`src/rtl/fifo_pkg.sv`:
```
// rtl/fifo_pkg.sv - shared FIFO side encodings and pointer sizing helpers
package fifo_pkg;

    localparam int MODE_WR = 0;
    localparam int MODE_RD = 1;

    function automatic int fifo_depth(input int addr_width);
        return 1 << addr_width;
    endfunction

    // Pointers and occupancy carry one extra wrap bit so full and empty differ
    function automatic int fifo_level_width(input int addr_width);
        return addr_width + 1;
    endfunction

endpackage

```
`src/rtl/gray2binary.sv`:
```
// rtl/gray2binary.sv - combinational gray-code to binary converter
module gray2binary #(
    parameter int BIN_WIDTH = 4
) (
    input  logic [BIN_WIDTH-1:0] gray,
    output logic [BIN_WIDTH-1:0] bin
);

    always_comb begin
        bin = '0;
        bin[BIN_WIDTH-1] = gray[BIN_WIDTH-1];
        for (int i = BIN_WIDTH - 2; i >= 0; i--) begin
            bin[i] = gray[i] ^ bin[i+1];
        end
    end

endmodule

```
`src/rtl/gray_ptr_ctrl.sv`:
```
// rtl/gray_ptr_ctrl.sv - one side of an async FIFO: local pointer, remote sync, full/empty and level
module gray_ptr_ctrl
    import fifo_pkg::*;
#(
    parameter int ADDR_WIDTH  = 4,
    parameter int MODE        = 0,
    parameter int SYNC_STAGES = 2,
    parameter int ALMOST_TH   = 2
) (
    input  logic                  i_clk,
    input  logic                  i_rst,
    input  logic                  i_inc,
    input  logic [ADDR_WIDTH:0]   i_remote_gray,
    output logic                  o_accept,
    output logic [ADDR_WIDTH-1:0] o_addr,
    output logic [ADDR_WIDTH:0]   o_bin_ptr,
    output logic [ADDR_WIDTH:0]   o_gray_ptr,
    output logic                  o_flag,
    output logic                  o_almost,
    output logic [ADDR_WIDTH:0]   o_level
);

    localparam int PTR_W = fifo_level_width(ADDR_WIDTH);
    localparam int DEPTH = fifo_depth(ADDR_WIDTH);
    localparam logic [PTR_W-1:0] FULL_ALMOST_LVL  = PTR_W'(DEPTH - ALMOST_TH);
    localparam logic [PTR_W-1:0] EMPTY_ALMOST_LVL = PTR_W'(ALMOST_TH);
    // A read side comes out of reset empty, so its flags start asserted
    localparam logic FLAG_RST = (MODE == MODE_RD);

    logic [PTR_W-1:0] sync_q [SYNC_STAGES];
    logic [PTR_W-1:0] rsync;
    logic [PTR_W-1:0] rbin;
    logic [PTR_W-1:0] bin_next;
    logic [PTR_W-1:0] gray_next;
    logic [PTR_W-1:0] full_match;
    logic [PTR_W-1:0] level_next;
    logic             flag_next;
    logic             almost_next;

    assign o_accept = i_inc & ~o_flag & ~i_rst;
    assign o_addr   = o_bin_ptr[ADDR_WIDTH-1:0];
    assign rsync    = sync_q[SYNC_STAGES-1];

    // Plain flop chain: nothing may sit between stages of a crossing
    always_ff @(posedge i_clk) begin
        if (i_rst) begin
            for (int i = 0; i < SYNC_STAGES; i++) begin
                sync_q[i] <= '0;
            end
        end else begin
            sync_q[0] <= i_remote_gray;
            for (int i = 1; i < SYNC_STAGES; i++) begin
                sync_q[i] <= sync_q[i-1];
            end
        end
    end

    gray2binary #(
        .BIN_WIDTH(PTR_W)
    ) u_gray2binary (
        .gray(rsync),
        .bin (rbin)
    );

    always_comb begin
        bin_next   = o_bin_ptr + PTR_W'(o_accept);
        gray_next  = bin_next ^ (bin_next >> 1);
        // Full when the writer is exactly one lap ahead: top two gray bits flip
        full_match = {~rsync[ADDR_WIDTH:ADDR_WIDTH-1], rsync[ADDR_WIDTH-2:0]};
        if (MODE == MODE_WR) begin
            flag_next   = (gray_next == full_match);
            level_next  = bin_next - rbin;
            almost_next = (level_next >= FULL_ALMOST_LVL);
        end else begin
            flag_next   = (gray_next == rsync);
            level_next  = rbin - bin_next;
            almost_next = (level_next <= EMPTY_ALMOST_LVL);
        end
    end

    always_ff @(posedge i_clk) begin
        if (i_rst) begin
            o_bin_ptr  <= '0;
            o_gray_ptr <= '0;
            o_level    <= '0;
            o_flag     <= FLAG_RST;
            o_almost   <= FLAG_RST;
        end else begin
            o_bin_ptr  <= bin_next;
            o_gray_ptr <= gray_next;
            o_level    <= level_next;
            o_flag     <= flag_next;
            o_almost   <= almost_next;
        end
    end

endmodule

```
`config.mk`:
```
export PLATFORM = sky130hd
export DESIGN_NAME = gray_ptr_ctrl
export DESIGN_NICKNAME = d
export VERILOG_FILES = /design/src/rtl/fifo_pkg.sv /design/src/rtl/gray2binary.sv /design/src/rtl/gray_ptr_ctrl.sv
export SDC_FILE = /design/constraint.sdc
export NUM_CORES = 1
export LEC_CHECK = 0
export ABC_AREA = 0
export CAP_MARGIN = 20
export CORE_MARGIN = 2
export CORE_UTILIZATION = 45
export DETAILED_ROUTE_END_ITERATION = 10
export DONT_BUFFER_PORTS = 1
export GPL_TIMING_DRIVEN = 0
export SLEW_MARGIN = 5
export SYNTH_ARGS = -nofsm -noshare
export SYNTH_HDL_FRONTEND = slang
export SYNTH_SLANG_ARGS = --single-unit
export TNS_END_PERCENT = 50
```
`constraint.sdc`:
```
create_clock -name i_clk -period 3.6 [get_ports i_clk]
set_clock_uncertainty 0.1 [all_clocks]
set_input_delay 0.54 -clock i_clk [delete_from_list [all_inputs] [get_ports i_clk]]
set_output_delay 0.54 -clock i_clk [all_outputs]
set_load 0.005 [all_outputs]
```
Yosys cells after proc, flatten, opt, wreduce, memory -nomap -nowiden
Memories as Yosys holds them, arrays and structs flattened.
Cells that the tools add are included.
{"block": "word_totals", "regBits": 17, "ramBits": 10, "input_bits": 8, "output_inout_bits": 22, "n_memories": 1}
{"memory": "sync_q", "words": 2, "width": 5, "read_ports": 2, "rd_clocked_by_memory_dff": 0, "wr": 2, "line_no": "gray_ptr_ctrl.sv:30", "rtl": "logic [PTR_W-1:0] sync_q [SYNC_STAGES];"}
{"block": "op_classes", "addsub": 2, "order_cmp": 1, "eq_ne": 1, "n_mux": 5, "n_bitwise": 12}
{"cell": "$mux 5", "count": 2}
{"cell": "$add 5x1->5", "count": 1}
{"cell": "$eq 5x5->1", "count": 1}
{"cell": "$ge 5x4->1 const B", "count": 1}
{"cell": "$sub 5x5->5", "count": 1}
{"cell": "$xor 5x4->5", "count": 1}
{"cell": "$xor 1x1->1", "count": 4}
{"cell": "$mux 1", "count": 3}
{"cell": "$and 1x1->1", "count": 2}
{"cell": "$not 1->1", "count": 2}
{"cell": "$not 2->2", "count": 1}
{"cell": "$or 1x1->1", "count": 2}

Logic depth before layout (Yosys ltp)
{"block": "logic_depth", "ltp_word": 6, "ltp_mapped": 12, "depth_no_buf": 11}

Hierarchy
Synthesis repeated with hierarchy kept, for this count alone.
{"block": "unflattened", "cells_unflattened": 106, "hier_area_um2": 1133.6}
{"module": "gray_ptr_ctrl", "instances": 1, "cells_each": 100, "area_each_um2": 1061.0}
{"module": "gray2binary", "instances": 1, "cells_each": 6, "area_each_um2": 72.6}

Least setup slack after synthesis
No wires, ideal clock.
{"block": "synth_path", "path_kind": "input-to-reg", "startpoint": "in i_rst", "endpoint": "reg o_almost", "t_arrival_ps": 2870, "t_required_ps": 3364, "slack_ps": 494, "path_stages": 11, "cell_sequence": "clkbuf_1 clkbuf_1 nor3b_1 ha_1 ha_1 xor2_2 ha_1 a21o_1 a21oi_1 xor2_1 o32ai_1"}
{"block": "synth_via", "elab_chain_cells": 5}
{"element": "start, declared", "line_no": "gray_ptr_ctrl.sv:11", "rtl": "input logic i_rst,"}
{"element": "$not 1->1", "line_no": "gray_ptr_ctrl.sv:40", "rtl": "assign o_accept = i_inc & ~o_flag & ~i_rst;"}
{"element": "$and 1x1->1", "line_no": "gray_ptr_ctrl.sv:40"}
{"element": "named net o_accept", "line_no": "gray_ptr_ctrl.sv:14", "rtl": "output logic o_accept,"}
{"element": "$add 5x1->5", "line_no": "gray_ptr_ctrl.sv:66", "rtl": "bin_next = o_bin_ptr + PTR_W'(o_accept);"}
{"element": "named net bin_next[2]", "line_no": "gray_ptr_ctrl.sv:33", "rtl": "logic [PTR_W-1:0] bin_next;"}
{"element": "$sub 5x5->5", "line_no": "gray_ptr_ctrl.sv:72", "rtl": "level_next = bin_next - rbin;"}
{"element": "$ge 5x4->1", "line_no": "gray_ptr_ctrl.sv:73", "rtl": "almost_next = (level_next >= FULL_ALMOST_LVL);"}
{"element": "end signal, assigned", "line_no": "gray_ptr_ctrl.sv:93", "rtl": "o_almost <= almost_next;"}
{"element": "end, declared", "line_no": "gray_ptr_ctrl.sv:19", "rtl": "output logic o_almost,"}
The timed path passes the listed nets, and every way through them passes these cells.
A chain may end at the register's enable or synchronous reset.

Worst setup path in the final report
Same ends and word-level chain as after synthesis.

==> impl_metrics.py <==
metrics = {
    "die": {
        "core_area_sq_um": 2432,
        "io_pins": 30,
        "row_count": 18,
        "die_area_sq_um": 2921,
        "die_x_microns": 54.05,
        "start_util_pct": 46.35,
        "die_y_microns": 54.05,
    },
    "worst_setup_path": {
        "critPathLaunchType": "input port",
        "critical_path.most_common_cell": "ha_1",
        "critical_path.cell_chain": "clkbuf_1 -> clkbuf_1 -> nor3b_1 -> ha_1 -> ha_1 -> xor2_2 -> ha_1 -> a21o_1 -> a21oi_1 -> xor2_1 -> o32ai_1",
        "arrival_ns": 3.26,
        "cp.required_ns": 3.69,
        "worstSetupPathType": "input port to register",
        "cp-end-kind": "register",
        "ff2ff_path_depth": 9,
        "crit_path_max_incr_delay_ns": 0.49,
        "critPathMaxFanout": 10,
        "slowest_stage": "nor3b_1",
    },
    "placed_design": {
        "port_buffers": 0,
        "preCtsSetupSlack_ns": 0.07289,
        "gp_congestion": 0.7642,
        "dp_hpwl_mm": 1.232,
    },
    "drt": {
        "drt_iter0_drc": 3,
        "postRouteWirelength_mm": 1.508,
        "drc": 0,
        "viasPerCell": 4.676,
        "antenna_left": 0,
        "vias": 650,
        "wl_per_cell_microns": 10.85,
        "drtPass1Iterations": 2,
    },
    "pwr": {
        "power.total_mw": 0.5194,
        "p_leak_nw": 0.5081,
        "ir_drop_v": 0.0002039,
        "power_density_nw_per_um2": 437.4,
    },
    "timing": {
        "rsz0062_at_grt": "false",
        "min_period_over_period_pct": 88.04,
        "max-slew-margin-rel_pct": 67.50,
        "fin_crit_ns": 3.170,
        "drv_slew": 0,
        "timing.hold.ws_ns": 0.2520,
        "tns_ns": 0,
        "setup_ws_ns": 0.4305,
        "finalHoldViolations": 0,
        "fmax_mhz": 315.5,
        "finalSetupViolations": 0,
        "worstMarginPinSlew_ns": 0.4864,
    },
    "grt": {
        "grt_max_degree": 14,
        "grt_pass1_vias": 619,
        "grt_overflow": 0,
        "grt_pass1_wl_mm": 2.573,
        "track_usage_pct": 12.81,
        "antenna_found_initial": 0,
    },
    "clock_network": {
        "numCtsBuffers": 3,
        "clock_latency_ns": 0.31,
        "cts_hold_buf": 0,
        "cts_setup_buffers": 0,
        "cts_resized": 0,
        "clock-sinks": 26,
        "path_clk_slew_ns": 0.12,
        "htree_levels": 1,
        "cts_buffer_depth": 2,
        "cts_tree": "done",
        "cts-root-buf": "clkbuf_4",
    },
    "yosys": {
        "synth.area.top_cells": "dfxtp_1, ha_1, xnor2_1",
        "yosysWarnings": 0,
        "synth_area_leader_cell": "dfxtp_1",
        "async_flop_share_pct": 0,
        "synth_commonest_cells": "dfxtp_1, nor2_1, nor2b_1",
        "ys_dominant_reg_cell": "dfxtp_1",
        "syn_inst": 106,
        "ys_ff_latch": 26,
        "synth_area_sq_um": 1127,
        "synth_cell_type_count": 24,
        "syn_nets": 122,
        "synth_top_area_share_pct": 46.17,
        "avgSynthCellArea_sq_um": 10.64,
        "ys_seq_area_share_pct": 46.17,
        "synth_edf_count": 0,
        "synth.most_common_cell": "dfxtp_1",
    },
    "layout": {
        "final-seq-area_sq_um": 520.5,
        "drive_gt1_share_pct": 14.68,
        "syn2layout_area_growth_pct": 5.328,
        "nFillCells": 237,
        "insertedDiodeCount": 0,
        "multiInputGateArea_sq_um": 531.8,
        "final_nets": 127,
        "utilization_pct": 48.82,
    },
    "run": {
        "drv_cap": 0,
    },
    "status": {
        "run_status": "finished, final reports clean",
    },
    "min_path": {
        "hold_path_depth": 1,
        "holdCritPathClass": "input port to register",
    },
}
## layer usage
metal	track usage (%)	share of wire, %	vias up
met5	0	0	-
met4	7.500	1.8	0
met3	2.500	4.0	4
met2	22.76	51	16
met1	14.02	43	294
li1	-	-	336
## layout make-up
type | instances | area share (%)
multi-input combinational | 65 | 44.78
sequential | 26 | 43.84
buffer | 8 | 4.110
tap | 30 | 3.161
inverter | 7 | 2.213
clock buffer | 3 | 1.897
## placed cells by master, fill, tap and decap left out, drive strengths merged, types with 2 or more instances in the layout
cell type,n
a21o,2
clkbuf,6
inv,7
nor2b,11
dfxtp,26
xor2,9
nor2,12
nand3,3
xnor2,11
ha,7
buf,5
a21oi,3
## power by group
group	leakage, nW	internal, mW	switching, mW
Clock	0.0138	0.0391	0.0768
Sequential	0.214	0.310	0.0116
Combinational	0.280	0.0382	0.0431
Total	0.508	0.388	0.132
## cell families (layout without fill, tap and decap cells)
| kind of cell | Yosys count | in the layout | share of synthesized area (%) |
|---|---|---|---|
| flops | 26 | 26 | 46.17 |
| simple gates | 29 | 29 | 13.65 |
| buf+inv | 15 | 18 | 6.659 |
| xor+xnor | 20 | 20 | 18.87 |
| fa+ha+maj | 8 | 8 | 9.545 |
| compound gates | 8 | 8 | 5.106 |
## flip-flops by register name, summed over array words and instances (netlist names)
| signal | flops |
|---|---|
| o_almost | 1 |
| o_bin_ptr | 5 |
| o_flag | 1 |
| o_gray_ptr | 4 |
| o_level | 5 |
| sync_q | 10 |
## stage by stage
step	cells	instance area, sq um
after floorplan	106	1127
after global placement	136	1165
after detailed placement	136	1165
after CTS	139	1187
after global routing	139	1187
final	139	1187
## critical path: cells and delay by family
family                   cells  cell delay (ns)
AO/OA/AOI/OAI                3             0.44
XOR/XNOR                     2             0.50
adder cells (fa/ha/maj)      3             0.81
buffers and inverters        2             0.46
AND/OR/NAND/NOR              1             0.49
## path summary, 6_finish.rpt
path | startpoint | end | slack [ns]
max | i_rst | o_almost$_SDFF_PP0_ | 0.43
min | i_remote_gray[2] | sync_q[0][2]$_SDFF_PP0_ | 0.25
max reg2reg | o_flag$_SDFF_PP0_ | o_almost$_SDFF_PP0_ | 0.85
min reg2reg | sync_q[0][3]$_SDFF_PP0_ | sync_q[0][8]$_SDFF_PP0_ | 0.35
Note: power is estimated with default switching activity, not from simulation.
